--- config.mk ---
export PLATFORM = sky130hd
export DESIGN_NAME = sobel_rgb_packer
export DESIGN_NICKNAME = d
export VERILOG_FILES = /design/src/rtl/sobel_pkg.sv /design/src/rtl/sobel_ch_fifo.sv /design/src/rtl/sobel_rgb_packer.sv
export SDC_FILE = /design/constraint.sdc
export NUM_CORES = 1
export LEC_CHECK = 0
export CORE_MARGIN = 4
export CORE_UTILIZATION = 60
export DETAILED_ROUTE_END_ITERATION = 7
export DONT_BUFFER_PORTS = 1
export PLACE_DENSITY = 0.74
export RECOVER_POWER = 50
export SLEW_MARGIN = 20
export SYNTH_ARGS = -nofsm -noshare
export SYNTH_HDL_FRONTEND = slang
export SYNTH_SLANG_ARGS = --single-unit
--- constraint.sdc ---
create_clock -name i_clk -period 2.64 [get_ports i_clk]
set_input_delay 0.792 -clock i_clk [delete_from_list [all_inputs] [get_ports i_clk]]
set_output_delay 0.792 -clock i_clk [all_outputs]
set_load 0.02 [all_outputs]
--- src/rtl/sobel_pkg.sv ---
// Shared types and constants for the Sobel result-channel packer.
package sobel_pkg;

    localparam int unsigned CH_W           = 8;
    localparam int unsigned PIX_W          = 3 * CH_W;
    localparam int unsigned IMG_W_DEF      = 512;
    localparam int unsigned IMG_H_DEF      = 512;
    localparam int unsigned FIFO_DEPTH_DEF = 2;

    typedef logic [CH_W-1:0] ch_t;

    typedef struct packed {
        ch_t b;
        ch_t g;
        ch_t r;
    } pix_t;

    function automatic pix_t pack_pix(input ch_t r, input ch_t g, input ch_t b);
        pix_t p;
        p.b = b;
        p.g = g;
        p.r = r;
        return p;
    endfunction

endpackage

--- src/rtl/sobel_ch_fifo.sv ---
// Per-channel elastic buffer: registered count, registered full flag,
// combinational head read. Push is refused while full, even with a pop.
module sobel_ch_fifo
    import sobel_pkg::*;
#(
    parameter int unsigned DEPTH = FIFO_DEPTH_DEF
) (
    input  logic i_clk,
    input  logic i_rst,
    input  logic i_push,
    input  ch_t  i_data,
    input  logic i_pop,
    output ch_t  o_data_c,
    output logic o_full,
    output logic o_empty_c
);

    localparam int unsigned AW = $clog2(DEPTH);
    localparam int unsigned CW = $clog2(DEPTH + 1);

    ch_t           r_mem [DEPTH];
    logic [AW-1:0] r_wr_ptr;
    logic [AW-1:0] r_rd_ptr;
    logic [CW-1:0] r_count;
    logic          r_full;
    logic [CW-1:0] w_count_nxt;
    logic          w_push_ok;
    logic          w_pop_ok;

    assign w_push_ok = i_push && !r_full;
    assign w_pop_ok  = i_pop && (r_count != '0);

    always_comb begin
        w_count_nxt = r_count;
        case ({w_push_ok, w_pop_ok})
            2'b10:   w_count_nxt = r_count + CW'(1);
            2'b01:   w_count_nxt = r_count - CW'(1);
            default: w_count_nxt = r_count;
        endcase
    end

    always_ff @(posedge i_clk or negedge i_rst) begin
        if (!i_rst) begin
            r_count  <= '0;
            r_full   <= 1'b0;
            r_wr_ptr <= '0;
            r_rd_ptr <= '0;
        end else begin
            r_count <= w_count_nxt;
            r_full  <= (w_count_nxt == CW'(DEPTH));
            if (w_push_ok) r_wr_ptr <= r_wr_ptr + AW'(1);
            if (w_pop_ok)  r_rd_ptr <= r_rd_ptr + AW'(1);
        end
    end

    // Storage carries no reset; validity is tracked by r_count alone.
    always_ff @(posedge i_clk) begin
        if (w_push_ok) r_mem[r_wr_ptr] <= i_data;
    end

    assign o_data_c  = r_mem[r_rd_ptr];
    assign o_empty_c = (r_count == '0);
    assign o_full    = r_full;

endmodule

--- src/rtl/sobel_rgb_packer.sv ---
// Re-joins the r/g/b Sobel result channels into one packed pixel stream
// tagged with end-of-line / end-of-frame markers.
module sobel_rgb_packer
    import sobel_pkg::*;
#(
    parameter int unsigned IMG_W      = IMG_W_DEF,
    parameter int unsigned IMG_H      = IMG_H_DEF,
    parameter int unsigned FIFO_DEPTH = FIFO_DEPTH_DEF
) (
    input  logic             i_clk,
    input  logic             i_rst,
    input  logic             i_result_r_vld,
    output logic             i_result_r_busy,
    input  logic [CH_W-1:0]  i_result_r_data,
    input  logic             i_result_g_vld,
    output logic             i_result_g_busy,
    input  logic [CH_W-1:0]  i_result_g_data,
    input  logic             i_result_b_vld,
    output logic             i_result_b_busy,
    input  logic [CH_W-1:0]  i_result_b_data,
    output logic             o_pix_vld,
    input  logic             o_pix_busy,
    output logic [PIX_W-1:0] o_pix_data,
    output logic             o_pix_eol,
    output logic             o_pix_eof
);

    localparam int unsigned XW = (IMG_W > 1) ? $clog2(IMG_W) : 1;
    localparam int unsigned YW = (IMG_H > 1) ? $clog2(IMG_H) : 1;
    localparam logic [XW-1:0] X_LAST = XW'(IMG_W - 1);
    localparam logic [YW-1:0] Y_LAST = YW'(IMG_H - 1);

    ch_t           w_r_data;
    ch_t           w_g_data;
    ch_t           w_b_data;
    logic          w_r_empty;
    logic          w_g_empty;
    logic          w_b_empty;
    logic          w_join;
    logic          w_eol;
    logic          w_eof;

    pix_t          r_pix;
    logic          r_pix_vld;
    logic          r_pix_eol;
    logic          r_pix_eof;
    logic [XW-1:0] r_x;
    logic [YW-1:0] r_y;

    sobel_ch_fifo #(.DEPTH(FIFO_DEPTH)) u_fifo_r (
        .i_clk     (i_clk),
        .i_rst     (i_rst),
        .i_push    (i_result_r_vld),
        .i_data    (i_result_r_data),
        .i_pop     (w_join),
        .o_data_c  (w_r_data),
        .o_full    (i_result_r_busy),
        .o_empty_c (w_r_empty)
    );

    sobel_ch_fifo #(.DEPTH(FIFO_DEPTH)) u_fifo_g (
        .i_clk     (i_clk),
        .i_rst     (i_rst),
        .i_push    (i_result_g_vld),
        .i_data    (i_result_g_data),
        .i_pop     (w_join),
        .o_data_c  (w_g_data),
        .o_full    (i_result_g_busy),
        .o_empty_c (w_g_empty)
    );

    sobel_ch_fifo #(.DEPTH(FIFO_DEPTH)) u_fifo_b (
        .i_clk     (i_clk),
        .i_rst     (i_rst),
        .i_push    (i_result_b_vld),
        .i_data    (i_result_b_data),
        .i_pop     (w_join),
        .o_data_c  (w_b_data),
        .o_full    (i_result_b_busy),
        .o_empty_c (w_b_empty)
    );

    // A pixel is formed only when every channel has data and the output slot frees up.
    assign w_join = !w_r_empty && !w_g_empty && !w_b_empty && (!r_pix_vld || !o_pix_busy);
    assign w_eol  = (r_x == X_LAST);
    assign w_eof  = w_eol && (r_y == Y_LAST);

    always_ff @(posedge i_clk or negedge i_rst) begin
        if (!i_rst) begin
            r_pix     <= '0;
            r_pix_vld <= 1'b0;
            r_pix_eol <= 1'b0;
            r_pix_eof <= 1'b0;
        end else if (w_join) begin
            r_pix     <= pack_pix(w_r_data, w_g_data, w_b_data);
            r_pix_vld <= 1'b1;
            r_pix_eol <= w_eol;
            r_pix_eof <= w_eof;
        end else if (r_pix_vld && !o_pix_busy) begin
            r_pix_vld <= 1'b0;
        end
    end

    // Position tracks formed pixels, so markers are fixed at load time.
    always_ff @(posedge i_clk or negedge i_rst) begin
        if (!i_rst) begin
            r_x <= '0;
            r_y <= '0;
        end else if (w_join) begin
            if (w_eol) begin
                r_x <= '0;
                r_y <= w_eof ? '0 : r_y + YW'(1);
            end else begin
                r_x <= r_x + XW'(1);
            end
        end
    end

    assign o_pix_vld  = r_pix_vld;
    assign o_pix_data = r_pix;
    assign o_pix_eol  = r_pix_eol;
    assign o_pix_eof  = r_pix_eof;

endmodule

Word-level counts from Yosys, hierarchy flattened
Memory sizes are Yosys's and may differ from the RTL's. A register that Yosys moved wholly into a read port is not among the register bits.
Index checks and enable logic that the tools add are counted.
{ "word_totals": {"rom_bits": 0, "word_cells": 89, "ram_bits": 48, "regBits": 36, "latchBits": 0, "inputBits": 30, "memories": 3} }
{ "memory_table": {"columns": ["memory", "depth", "width", "read_ports", "rd_ports_with_merged_regs", "wr", "line", "rtl"], "rows": [
  ["u_fifo_b.r_mem", 2, 8, 1, 1, 1, "sobel_ch_fifo.sv:21", "ch_t r_mem [DEPTH];"],
  ["u_fifo_g.r_mem", 2, 8, 1, 1, 1, "sobel_ch_fifo.sv:21", null],
  ["u_fifo_r.r_mem", 2, 8, 1, 1, 1, "sobel_ch_fifo.sv:21", null]
]} }
{ "classes": {"bitwise_logic": 0, "n_reduce_logical": 31, "mul": 0, "mux": 13, "div_mod_pow": 0, "add_sub_neg": 14, "n_shift": 0, "n_eq_ne": 11, "order_cmp": 0} }
{ "op_table": {"columns": ["op", "n"], "rows": [
  ["9-bit by 1-bit adder with 9-bit output (second input constant)", 2],
  ["9-bit == test (second input constant)", 2],
  ["9-bit 2-to-1 mux", 2],
  ["2-bit == test (second input constant)", 6],
  ["2-bit case mux with 2 select lines", 3],
  ["1-bit logical AND", 11],
  ["1-bit logical NOT", 11],
  ["1-bit 2-to-1 mux", 8],
  ["2-bit nonzero test", 4],
  ["1-bit adder (second input constant)", 6],
  ["2-bit by 1-bit adder with 2-bit output (second input constant)", 3],
  ["2-bit by 1-bit == test with 1-bit output (second input constant)", 3],
  ["2-bit logical NOT", 3],
  ["2-bit by 1-bit subtractor with 2-bit output (second input constant)", 3],
  ["2-bit AND reduction", 1],
  ["1-bit logical OR", 1]
]} }

Longest topological paths before layout
Gate-level depths: netlist (run 1).
{ "depth": {"ltp_word": 9, "ltp_mapped": 9, "ltp_nobuf": 8} }

Hierarchy
A second synthesis (run 1) with hierarchy kept.
{ "hier_totals": {"hier_cells": 362, "area_unflattened_um2": 4473.0} }
{ "by_module_without_submodules": {"columns": ["mod", "area_each_um2", "n_inst", "cells_each", "seq_area_each_um2"], "rows": [
  ["sobel_rgb_packer", 1986.9, 1, 217, 1126.1],
  ["sobel_ch_fifo (u_fifo_b ...)", 834.6, 2, 49, 605.6],
  ["sobel_ch_fifo (u_fifo_r)", 817.0, 1, 47, 605.6]
]} }

Least setup slack after synthesis (run 1)
Ideal clock, no wire load.
{ "synth_timing": {"path_type": "input port to flip-flop", "start": "input o_pix_busy", "end": "register u_fifo_b.r_full, in the netlist u_fifo_b.o_full", "slack_ps": 454, "required_ps": 2567, "arrival_time_ps": 2113, "setup_time_ps": 73, "cell_stages": 8, "path_cell_list": "a2bb2oi_2 nand2_1 clkbuf_1 inv_1 ha_1 nor2_1 xor2_1 nor2b_1"} }
{ "synth_via": {"elab_chain_cells": 7, "word_cells_on_any_way": 8} }
{ "synth_lines": {"columns": ["element", "line", "rtl"], "rows": [
  ["from (decl)", "sobel_rgb_packer.sv:22", "input logic o_pix_busy,"],
  ["1-bit logical NOT *", "sobel_rgb_packer.sv:84", "assign w_join = !w_r_empty && !w_g_empty && !w_b_empty && (!r_pix_vld || !o_pix_busy);"],
  ["1-bit logical OR *", "sobel_rgb_packer.sv:84", null],
  ["1-bit logical AND *", "sobel_rgb_packer.sv:84", null],
  ["1-bit logical AND *", "sobel_ch_fifo.sv:31", "assign w_pop_ok = i_pop && (r_count != '0);"],
  ["via u_fifo_b.w_pop_ok", "sobel_ch_fifo.sv:28", "logic w_pop_ok;"],
  ["2-bit by 1-bit == test with 1-bit output / 2-bit == test (equally long branches)", "sobel_ch_fifo.sv:35", "case ({w_push_ok, w_pop_ok})"],
  ["2-bit case mux with 2 select lines *", "sobel_ch_fifo.sv:35", null],
  ["via u_fifo_b.w_count_nxt[1]", "sobel_ch_fifo.sv:26", "logic [CW-1:0] w_count_nxt;"],
  ["2-bit == test *", "sobel_ch_fifo.sv:50", "r_full <= (w_count_nxt == CW'(DEPTH));"],
  ["to (signal assigned)", "sobel_ch_fifo.sv:50", null],
  ["to (decl)", "sobel_ch_fifo.sv:25", "logic r_full;"]
]} }
The timed path passes the listed nets; every way through them passes the cells marked *.
A chain may end at the register's enable or synchronous reset.

Final worst setup path (run 1)
{ "layout_timing": {"start": "register r_x[0]", "end": "register r_y[3]"} }
{ "layout_via": {"elab_chain_cells": 3, "word_cells_on_any_way": 4} }
{ "layout_lines": {"columns": ["element", "line", "rtl"], "rows": [
  ["from (decl)", "sobel_rgb_packer.sv:47", "logic [XW-1:0] r_x;"],
  ["from (signal assigned)", "sobel_rgb_packer.sv:114", "r_x <= r_x + XW'(1);"],
  ["9-bit == test *", "sobel_rgb_packer.sv:85", "assign w_eol = (r_x == X_LAST);"],
  ["via w_eol", "sobel_rgb_packer.sv:40", "logic w_eol;"],
  ["1-bit logical AND", "sobel_rgb_packer.sv:86", "assign w_eof = w_eol && (r_y == Y_LAST);"],
  ["9-bit 2-to-1 mux", "sobel_rgb_packer.sv:112", "r_y <= w_eof ? '0 : r_y + YW'(1);"],
  ["to (signal assigned)", "sobel_rgb_packer.sv:112", null],
  ["to (decl)", "sobel_rgb_packer.sv:48", "logic [YW-1:0] r_y;"]
]} }
Marked as above.

==> impl_results.md, run 1 <==
* WP data arrival at 2.60 ns
* Root Driver: clkbuf_8
* Initial antenna violation count at 0
* Port-buffer cells at 0
* Crit path max-delay cell type: or2_0
* Max-slew violations at 0
* Flops & latches, synth at 108
* Die area at 8460 um2
* Vias at 2,295
* Die X at 92.0 um
* Clock buffer depth at 2
* Post-route clock period utilization at 88.1%
* GR peak layer: met2
* Synth area leaders: dfrtp_1 35%, edfxtp_1 34%, mux2i_1 5.9%
* TritonRoute pass-1 iters at 4
* Pwr Density at 1190 nW/um2
* Post-CTS Setup Inserts at 0
* Fin area at 4560 um2
* Critical path type: flop to flop
* Clock skew at 0.0100 ns
* Fin. Hold Viols at 0
* HPWL after DPL at 4610 um
* Clock-pin transition on the worst setup and hold timing paths at 0.11 ns
* Mapped Nets at 359
* H-tree levels at 3
* Leakage at 1.89 nW
* Top Ports at 60
* RR Startpoint: r_x[0]
* Via-to-Cell Ratio at 5.41
* Global Route met1 Usage at 19.3%
* Num CTS Buffers at 9
* Core Rows at 30
* Worst slew pin tran at 0.733 ns
* Met3 Usage GRT at 7.22%
* Skew-Pair Late Insertion Delay at 0.38 ns
* Drt initial violations at 76
* Setup ws final at 0.315 ns
* Post-synth top area cell: dfrtp_1
* Yosys warns at 0
* Mapped Area at 4230 um2
* Most common cell on crit path: ha_1
* Fin Setup TNS at 0 ns
* CTS resizes at 0
* Initial core utilization at 61.9%
* Most common cell after layout, fill and taps aside: dfrtp_1
* Hold_ws at 0.0987 ns
* Antenna Nets Post-Route at 0
* N_diodes at 0
* Critical Path Source Type: flop
* Vias in the first global route at 2,320
* Layout cells sized above 1 at 6.40%
* Total gr overflow at 0
* Final nets at 360
* Most frequent cells in the layout: 60 x dfrtp_1, 48 x edfxtp_1, 44 x nand2_1
* Setup WS pre-CTS at 0.368 ns
* M2 GR Usage at 28.6%
* RSZ-0062 raised after global routing: false
* Worst Hold Class: primary input to async pin
* Post-Syn Area per Cell at 13.1 um2
* Netlist cell types at 33
* Worst-path fanout max at 15
* Synth top area share at 35.5%
* Crit path cell chain: ha_1 > and3_1 > nand3_1 > nor2_1 > ha_1 > nand3_2 > or2_0 > o31ai_1
* DRC Markers at 0
* Clk sinks at 108
* MaxCap Viol Count at 0
* Slowest cell delay on critical path at 0.42 ns
* Normalized max-slew margin at 50.9%
* Chip Height at 92.0 um
* VDD IR-drop max at 0.000660 V
* Reg2Reg Depth at 8
* Gpl congestion at 0.793
* Crit end category: flop
* Drt wl/cell at 15.6 um
* Fmax at 430 MHz
* Tmin final at 2.32 ns
* GRT Overall Usage at 17.0%
* Final setup vio count at 0
* Async S/R FF share, synth at 55.6%
* Most used DFF post-synth: dfrtp_1
* First-pass GRT wire length at 10,900 um
* Hold_buf cts at 0
* RR Endpoint: r_y[3]
* R2r setup slk at 0.32 ns
* CTS tree: done
* Run status: completed
* DP Area at 4320 um2
* Post-synth EDFFs at 48
* Synth-to-Final Area Change at 7.69%
* Post-Syn Instances at 322
* Drt total wl at 6600 um
* Largest net degree at the start of global routing at 61
* Required @ worst endpoint at 2.92 ns
* Core ar. at 6830 um2
* Util after Layout at 66.7%
* Sequential area share after synthesis at 69.5%
==> final cells by class <==
type | instances | area (um2)
Tap cell | 96 | 120
Timing Repair Buffer | 2 | 12.5
Sequential cell | 108 | 2940
Clock buffer | 9 | 124
Clock inverter | 7 | 116
Multi-Input combinational cell | 194 | 1210
Fill cell | 499 | 2270
Inverter | 8 | 30.0
==> routing by layer <==
metal / vias up / wire length [um]
met3: 12 / 509
met5: - / 0
met4: 0 / 97
met1: 1108 / 2710
li1: 1125 / -
met2: 50 / 3290
==> worst max path at each step <==
stage / from / to / cells after the start
floorplan: o_pix_busy / u_fifo_b.o_full / 8
finish: r_x[0] / r_y[3] / 8
global placement: r_x[0] / r_y[3] / 8
global route: r_x[0] / r_y[7] / 8
CTS: r_x[0] / r_y[3] / 8
detailed placement: r_x[0] / r_y[3] / 8
==> power by group <==
part	internal (mW)	total (mW)	switching, mW
clock	0.560	1.14	0.581
sequential	2.30	2.97	0.665
combinational	0.575	1.29	0.720
total	3.44	5.40	1.97
==> stage by stage <==
step	power (mW)	instances
floorplan	4.00	322
global placement	4.27	408
detailed placement	4.35	408
CTS	5.49	424
global route	5.77	424
finish	5.40	424
==> worst max-delay path, delay by kind of cell, from the launching register on <==
kind,cells,cell delay (ns)
and+or+nand+nor,5,1.14
DFF,1,0.41
adders and majority gates,2,0.39
AOI/OAI and AO/OA,1,0.28
==> cells by family after synthesis <==
family / after synthesis / synth area share (%)
muxes: 25 / 5.91
xor gates and xnor gates: 18 / 3.73
buffers and inverters: 20 / 1.83
and+or+nand+nor: 90 / 9.40
DFF: 108 / 69.5
adders and majority gates: 7 / 2.07
AOI/OAI and AO/OA: 54 / 7.51
==> synth_stat cells, types with 2 or more instances <==
library cell / n
nor2_1: 20
o31ai_1: 3
dfrtp_1: 60
o21ai_0: 40
nand2b_1: 8
buf_1: 3
clkbuf_1: 7
edfxtp_1: 48
nor2b_1: 2
ha_1: 7
nand2_1: 44
nand3_1: 8
a31oi_1: 2
mux2i_1: 25
a21oi_1: 2
xnor2_1: 15
inv_1: 8
xor2_1: 3
buf_2: 2
and3_1: 2
==> sequential cells by signal, summed over array words and instances, names as in the netlist <==
register and count:
o_pix_data 24, u_fifo_r.r_rd_ptr 1, u_fifo_b.r_rd_ptr 1, u_fifo_r.o_full 1, u_fifo_r.r_wr_ptr 1, u_fifo_g.r_rd_ptr 1, o_pix_vld 1, u_fifo_b.o_full 1
r_y 9, u_fifo_g.r_mem 16, u_fifo_g.r_wr_ptr 1, o_pix_eof 1, u_fifo_g.o_full 1, o_pix_eol 1, u_fifo_r.r_count 2, u_fifo_b.r_count 2
u_fifo_b.r_wr_ptr 1, u_fifo_r.r_mem 16, r_x 9, u_fifo_b.r_mem 16, u_fifo_g.r_count 2
Power figures use the tool's default switching activity.
==> inputs of run 2 (changes only) <==
--- a/config.mk
+++ b/config.mk
@@ -5,12 +5,14 @@
 export SDC_FILE = /design/constraint.sdc
 export NUM_CORES = 1
 export LEC_CHECK = 0
+export ABC_AREA = 1
 export CORE_MARGIN = 4
 export CORE_UTILIZATION = 60
 export DETAILED_ROUTE_END_ITERATION = 7
 export DONT_BUFFER_PORTS = 1
 export PLACE_DENSITY = 0.74
 export RECOVER_POWER = 50
+export SKIP_CTS_REPAIR_TIMING = 1
 export SLEW_MARGIN = 20
 export SYNTH_ARGS = -nofsm -noshare
 export SYNTH_HDL_FRONTEND = slang
==> impl_results.md, run 2 <==
* Post-Syn Instances at 449 (+39%)
* M2 GR Usage at 30.7% (+2.1 points)
* Sw Pwr at 2.19 mW (+11%)
* GR peak layer: met2
* Flops & latches, synth at 108 (unchanged)
* Critical Path Source Type: flop
* DRC Markers at 0 (unchanged)
* Chip Height at 94.7 um (+2.9%)
* Antenna Nets Post-Route at 0 (unchanged)
* CTS tree: done
* Drt initial violations at 105 (+38%)
* Most used DFF post-synth: dfrtp_1
* Async S/R FF share, synth at 55.6% (unchanged)
* HPWL after DPL at 4900 um (+6.3%)
* Fmax at 463 MHz (+7.7%)
* MaxCap Viol Count at 0 (unchanged)
* R2r setup slk at 0.48 ns (+0.17 ns)
* Initial antenna violation count at 0 (unchanged)
* Final setup vio count at 0 (unchanged)
* Worst slew pin tran at 0.698 ns (-0.0358 ns)
* Util after Layout at 64.8% (-1.9 points)
* Clock skew at 0.0115 ns (+0.00149 ns)
* Vias in the first global route at 2,649 (+14%)
* Port-buffer cells at 0 (unchanged)
* Skew-Pair Late Insertion Delay at 0.37 ns (about the same)
* Vias at 2,767 (+21%)
* Clk sinks at 108 (unchanged)
* Clock buffer depth at 2 (unchanged)
* Core Rows at 31 (+3.3%)
* Synth Area in Compound Gates at 3.33% (-4.2 points)
* Mapped Area at 4510 um2 (+6.6%)
* Crit end category: flop
* Synth top cells by count: 206 x nand2_1, 60 x dfrtp_1, 48 x edfxtp_1
* Mux cell area share after synthesis at 0% (-5.9 points)
* Total gr overflow at 0 (unchanged)
* Critical path type: flop to flop
* Top-count cell post-synth: nand2_1
* Global Route met1 Usage at 21.3% (+1.9 points)
* Post-synth top area cell: dfrtp_1
* Met3 Usage GRT at 4.46% (-2.8 points)
* Switching portion of total power at 40.6% (+4.3 points)
* Clock-pin transition on the worst setup and hold timing paths at 0.10 ns (about the same)
* Int Power at 3.20 mW (-6.9%)
* Normalized max-slew margin at 53.3% (+2.4 points)
* Placed Instances at 540 (+32%)
* Worst-path fanout max at 9 (-6)
* Largest net degree at the start of global routing at 61 (unchanged)
* N_diodes at 0 (unchanged)
* Required @ worst endpoint at 2.94 ns (+0.02 ns)
* Final nets at 489 (+36%)
* Worst Hold Class: primary input to async pin
* Initial core utilization at 61.8% (-0.10 points)
* Post-Syn Area per Cell at 10.0 um2 (-24%)
* RR Startpoint: u_fifo_r.r_count[0]
* Num CTS Buffers at 9 (unchanged)
* Die X at 94.7 um (+2.9%)
* GRT Overall Usage at 18.0% (+1.1 points)
* Top Ports at 60 (unchanged)
* Fin Setup TNS at 0 ns (unchanged)
* Sequential area share after synthesis at 65.3% (-4.3 points)
* Drt total wl at 7320 um (+11%)
* H-tree levels at 3 (unchanged)
* Mapped Nets at 486 (+35%)
* Hold_ws at 0.105 ns (+0.00639 ns)
* Area share of fa/ha/maj cells after synthesis at 1.94% (-0.13 points)
* Fin. Hold Viols at 0 (unchanged)
* RR Endpoint: u_fifo_g.o_full
* XOR/XNOR Fraction of Synth Area at 2.33% (-1.4 points)
* Gpl congestion at 0.748 (-5.7%)
* Most frequent cells in the layout: 206 x nand2_1, 60 x dfrtp_1, 48 x edfxtp_1
* Post-synth EDFFs at 48 (unchanged)
* Drt wl/cell at 13.2 um (-15%)
* Max-slew violations at 0 (unchanged)
* Yosys warns at 0 (unchanged)
* Simple-gate share of the synthesized area at 22.8% (+13 points)
* Tmin final at 2.16 ns (-0.166 ns)
* Reg2Reg Depth at 10 (+2)
* Pwr Density at 1140 nW/um2 (-3.8%)
* Synth area leaders: dfrtp_1 33%, edfxtp_1 32%, nand2_1 17%
* Post-route clock period utilization at 81.8% (-6.3 points)
* Largest family of logic cells by synthesized area: simple AND/OR/NAND/NOR gates
* Synth top area share at 33.3% (-2.2 points)
* Most common cell after layout, fill and taps aside: nand2_1
* Critical path startpoint: u_fifo_r.r_count[0]
* First-pass GRT wire length at 12,100 um (+11%)
* Synth-to-Final Area Change at 4.86%
* Die area at 8970 um2 (+6.0%)
* Max FFs per register at 24 (unchanged)
* Clk pwr share at 16.5% (-4.6 points)
* VDD IR-drop max at 0.000613 V (-7.1%)
* Via-to-Cell Ratio at 4.99 (-7.9%)
* Leakage at 2.15 nW (+14%)
* TritonRoute pass-1 iters at 4 (unchanged)
* Netlist cell types at 24 (-27%)
* WP data arrival at 2.46 ns (-0.14 ns)
* Seq pwr share at 53.5% (-1.4 points)
* RSZ-0062 raised after global routing: false
* Combinational Power Share at 30.0% (+6.0 points)
* Core ar. at 7290 um2 (+6.7%)
* Run status: completed
* Root Driver: clkbuf_8
* Layout cells sized above 1 at 6.36% (-0.043 points)
* Post-Layout Cell Count at 555 (+31%)
==> run 2: per-stage QoR <==
step | setup slack, ns | instance area (um2) | power (mW)
6_report | 0.482 | 4730 | 5.39
5_1_grt | 0.232 | 4730 | 5.83
4_1_cts | 0.561 | 4750 | 5.50
3_5_place_dp | 0.496 | 4580 | 4.61
3_3_place_gp | 0.566 | 4580 | 4.52
2_1_floorplan | 0.424 | 4510 | 4.25
==> run 2: worst max-delay path, cell delays in order, from the launching register on <==
cell and delay (ns):
dfrtp_1 0.43, nor2_1 0.22, nor2_4 0.05, nand3_1 0.26, clkinvlp_2 0.23, ha_1 0.24, or2_2 0.27, nand2_1 0.08
xor2_1 0.18, inv_1 0.06, nor2_1 0.08
==> run 2: cell type report <==
cell class | instances | area, um2
clock buffer | 9 | 124
clock inverter | 6 | 47.5
fill | 594 | 2560
multi-input combinational | 299 | 1360
inverter | 31 | 118
tap | 99 | 124
sequential | 108 | 2940
timing repair buffer | 3 | 16.3
==> run 2: layer usage <==
metal | vias up | part of all wire, %
met2 | 54 | 51
met5 | - | 0
met1 | 1269 | 42
li1 | 1432 | -
met4 | 0 | 1.9
met3 | 12 | 5.2
==> run 2: cells by family after synthesis <==
logic type,Yosys count
XOR/XNOR,12
buffers and inverters,42
flip-flops,108
AO/OA/AOI/OAI,24
AND/OR/NAND/NOR,256
adder cells (fa/ha/maj),7
==> run 2: worst max path at each step <==
stage | endpoint | slack, ns | cells after the start
5_1_grt | r_y[5] | 0.23 | 9
6_report | u_fifo_g.o_full | 0.48 | 10
2_1_floorplan | u_fifo_b.o_full | 0.42 | 11
3_5_place_dp | u_fifo_b.o_full | 0.50 | 9
3_3_place_gp | u_fifo_g.o_full | 0.57 | 9
4_1_cts | r_y[4] | 0.56 | 9
==> run 2: power groups by stage <==
| stage | registers, mW | logic (mW) | clock network [mW] |
|---|---|---|---|
| floorplan | 2.78 | 1.47 | 0 |
| global placement | 2.91 | 1.61 | 0 |
| detailed placement | 2.92 | 1.68 | 0 |
| CTS | 2.89 | 1.69 | 0.918 |
| global route | 2.94 | 1.90 | 0.987 |
| finish | 2.89 | 1.62 | 0.890 |
==> inputs of run 3 (changes only) <==
--- a/config.mk
+++ b/config.mk
@@ -7,10 +7,10 @@
 export LEC_CHECK = 0
 export ABC_AREA = 1
 export CORE_MARGIN = 4
-export CORE_UTILIZATION = 60
+export CORE_UTILIZATION = 56
 export DETAILED_ROUTE_END_ITERATION = 7
 export DONT_BUFFER_PORTS = 1
-export PLACE_DENSITY = 0.74
+export PLACE_DENSITY = 0.72
 export RECOVER_POWER = 50
 export SKIP_CTS_REPAIR_TIMING = 1
 export SLEW_MARGIN = 20
==> constraint.sdc (replaced) <==
create_clock -name i_clk -period 1.83 [get_ports i_clk]
set_input_delay 0.549 -clock i_clk [delete_from_list [all_inputs] [get_ports i_clk]]
set_output_delay 0.549 -clock i_clk [all_outputs]
set_load 0.02 [all_outputs]
==> impl_results.md, run 3 (same netlist as run 2, synthesis figures left out) <==
* Gpl congestion at 0.783 (+4.7%)
* Synth-to-Final Area Change at 12.1%
* Crit end category: flop
* Normalized max-slew margin at 77.7% (+24 points)
* Clock-pin transition on the worst setup and hold timing paths at 0.11 ns (about the same)
* Max-slew violations at 0 (unchanged)
* VDD IR-drop max at 0.00104 V (+70%)
* Worst Hold Class: primary input to async pin
* Fmax at 572 MHz (+23%)
* Total gr overflow at 0 (unchanged)
* Top Ports at 60 (unchanged)
* Critical path startpoint: u_fifo_r.r_count[0]
* Num CTS Buffers at 9 (unchanged)
* Tmin final at 1.75 ns (-0.409 ns)
* Most common cell on crit path: nor2_4
* Die X at 97.7 um (+3.2%)
* Chip Height at 97.7 um (+3.2%)
* Post-route clock period utilization at 95.6% (+14 points)
* Filler cells at 586 (-1.3%)
* WP data arrival at 2.04 ns (-0.42 ns)
* Critical Path Source Type: flop
* Via-to-Cell Ratio at 4.96 (-0.44%)
* Crit path max-delay cell type: dfrtp_1
* Setup WS pre-CTS at -0.0622 ns (-0.558 ns)
* RR Startpoint: u_fifo_r.r_count[0]
* Root Driver: clkbuf_8
* Core Rows at 32 (+3.2%)
* Slowest cell delay on critical path at 0.44 ns (about the same)
* Fin. Hold Viols at 60 (+60)
* DRC Markers at 0 (unchanged)
* HPWL after DPL at 5040 um (+2.8%)
* Max FFs per register at 24 (unchanged)
* Initial antenna violation count at 0 (unchanged)
* Seq pwr share at 49.0% (-4.5 points)
* Combinational Power Share at 35.4% (+5.4 points)
* Clock buffer depth at 2 (unchanged)
* Most common cell after layout, fill and taps aside: nand2_1
* Worst slew pin tran at 0.334 ns (-0.363 ns)
* Antenna Nets Post-Route at 0 (unchanged)
* Placed Instances at 554 (+2.6%)
* Required @ worst endpoint at 2.12 ns (-0.82 ns)
* Final nets at 510 (+4.3%)
* Largest net degree at the start of global routing at 61 (unchanged)
* Worst-path fanout max at 7 (-2)
* CTS tree: done
* MaxCap Viol Count at 0 (unchanged)
* N_diodes at 0 (unchanged)
* Int Power at 5.04 mW (+58%)
* Die area at 9550 um2 (+6.5%)
* Skew-Pair Late Insertion Delay at 0.36 ns (about the same)
* Failing checks: negative hold slack
* Hold_ws at -0.134 ns (-0.239 ns)
* TritonRoute pass-1 iters at 4 (unchanged)
* Fin area at 5050 um2 (+6.9%)
* Drt initial violations at 130 (+24%)
* Clock skew at 0.0131 ns (+0.00162 ns)
* Util after Layout at 65.1% (+0.22 points)
* Port-buffer cells at 0 (unchanged)
* Most frequent cells in the layout: 201 x nand2_1, 59 x dfrtp_1, 48 x edfxtp_1
* H-tree levels at 3 (unchanged)
* DP Area at 4690 um2 (+2.5%)
* Drt wl/cell at 13.7 um (+3.6%)
* Pwr Density at 1680 nW/um2 (+47%)
* Core ar. at 7770 um2 (+6.5%)
* Sw Pwr at 3.44 mW (+57%)
* Post-Layout Cell Count at 580 (+4.5%)
* Setup ws final at 0.0805 ns (-0.401 ns)
* Fin Setup TNS at 0 ns (unchanged)
* Switching portion of total power at 40.5% (-0.095 points)
* Initial core utilization at 58.1% (-3.8 points)
* Final setup vio count at 0 (unchanged)
* Critical path type: flop to flop
* Clk pwr share at 15.6% (-0.9 points)
* Layout cells sized above 1 at 16.7% (+10 points)
* Vias at 2,879 (+4.0%)
* Leakage at 2.29 nW (+6.4%)
* Vias in the first global route at 2,814 (+6.2%)
* Run status: finished with violations
* Clk sinks at 108 (unchanged)
* Drt total wl at 7930 um (+8.2%)
* Crit path cell chain: nor2_4 > nor2_4 > nand3_4 > inv_4 > ha_2 > or2_2 > nand2_2 > xor2_2 > inv_1 > nor2_1
* GRT Overall Usage at 17.3% (-0.72 points)
* First-pass GRT wire length at 13,300 um (+9.3%)
## run 3: cell count changes in the layout (fill, tap and decap cells not counted), moves of 4 or more
| cell | delta |
|---|---|
| nor2_1 | -5 |
| nor2_2 | +4 |
| ha_1 | -6 |
| nand2_1 | -5 |
| buf_4 | +21 |
| ha_2 | +4 |
## run 3: area by class of cell
type | count | area, um2 | share of cell area [%]
well taps | 102 | 128 | 2.53
clock buffers | 10 | 128 | 2.53
flip-flops and latches | 108 | 2940 | 58.3
clock inverters | 6 | 48.8 | 0.966
inverters | 31 | 123 | 2.43
multi-input cells | 299 | 1490 | 29.5
repair buffers | 23 | 185 | 3.66
repair inverters | 1 | 5.00 | 0.0990
## run 3: metal layers
layer / share of wire [%] / global-route usage [%] / routed length, um
met5: 0 / 0 / 0
met4: 1.5 / 6.39 / 119
met3: 4.1 / 4.14 / 326
met2: 51 / 29.1 / 4000
met1: 44 / 22.0 / 3480
## run 3: stage by stage
stage,power [mW],hold WS [ns]
finish,8.48,-0.134
global route,9.17,-0.161
CTS,8.14,-0.146
detailed placement,6.79,0.256
global placement,6.68,0.256
floorplan,6.17,0.253
## run 3: path summary, 6_finish.rpt
kind                       slack [ns]                   end  cells after the start
max                              0.08       u_fifo_g.o_full                     10
min                             -0.13        o_pix_data[19]                      0
max reg2reg                      0.08       u_fifo_g.o_full                     10
min reg2reg                      0.50                r_y[8]                      2
max in group asynchronous        1.85   u_fifo_g.r_count[0]                      0
min in group i_clk               0.27  u_fifo_b.r_mem[1][0]                      0
## run 3: power groups by stage
| stage | sequential (mW) | combinational (mW) | clock [mW] |
|---|---|---|---|
| 6_report | 4.16 | 3.00 | 1.32 |
| 5_1_grt | 4.25 | 3.45 | 1.47 |
| 4_1_cts | 4.16 | 2.62 | 1.37 |
| 3_5_place_dp | 4.20 | 2.59 | 0 |
| 3_3_place_gp | 4.18 | 2.50 | 0 |
| 2_1_floorplan | 4.02 | 2.14 | 0 |
## run 3: worst max-delay path: cells and delay by family (launching register included)
| family | cells | cell delay [ns] |
|---|---|---|
| xor gates and xnor gates | 1 | 0.15 |
| adders and majority gates | 1 | 0.18 |
| buffers and inverters | 2 | 0.11 |
| DFF | 1 | 0.44 |
| and+or+nand+nor | 6 | 0.80 |
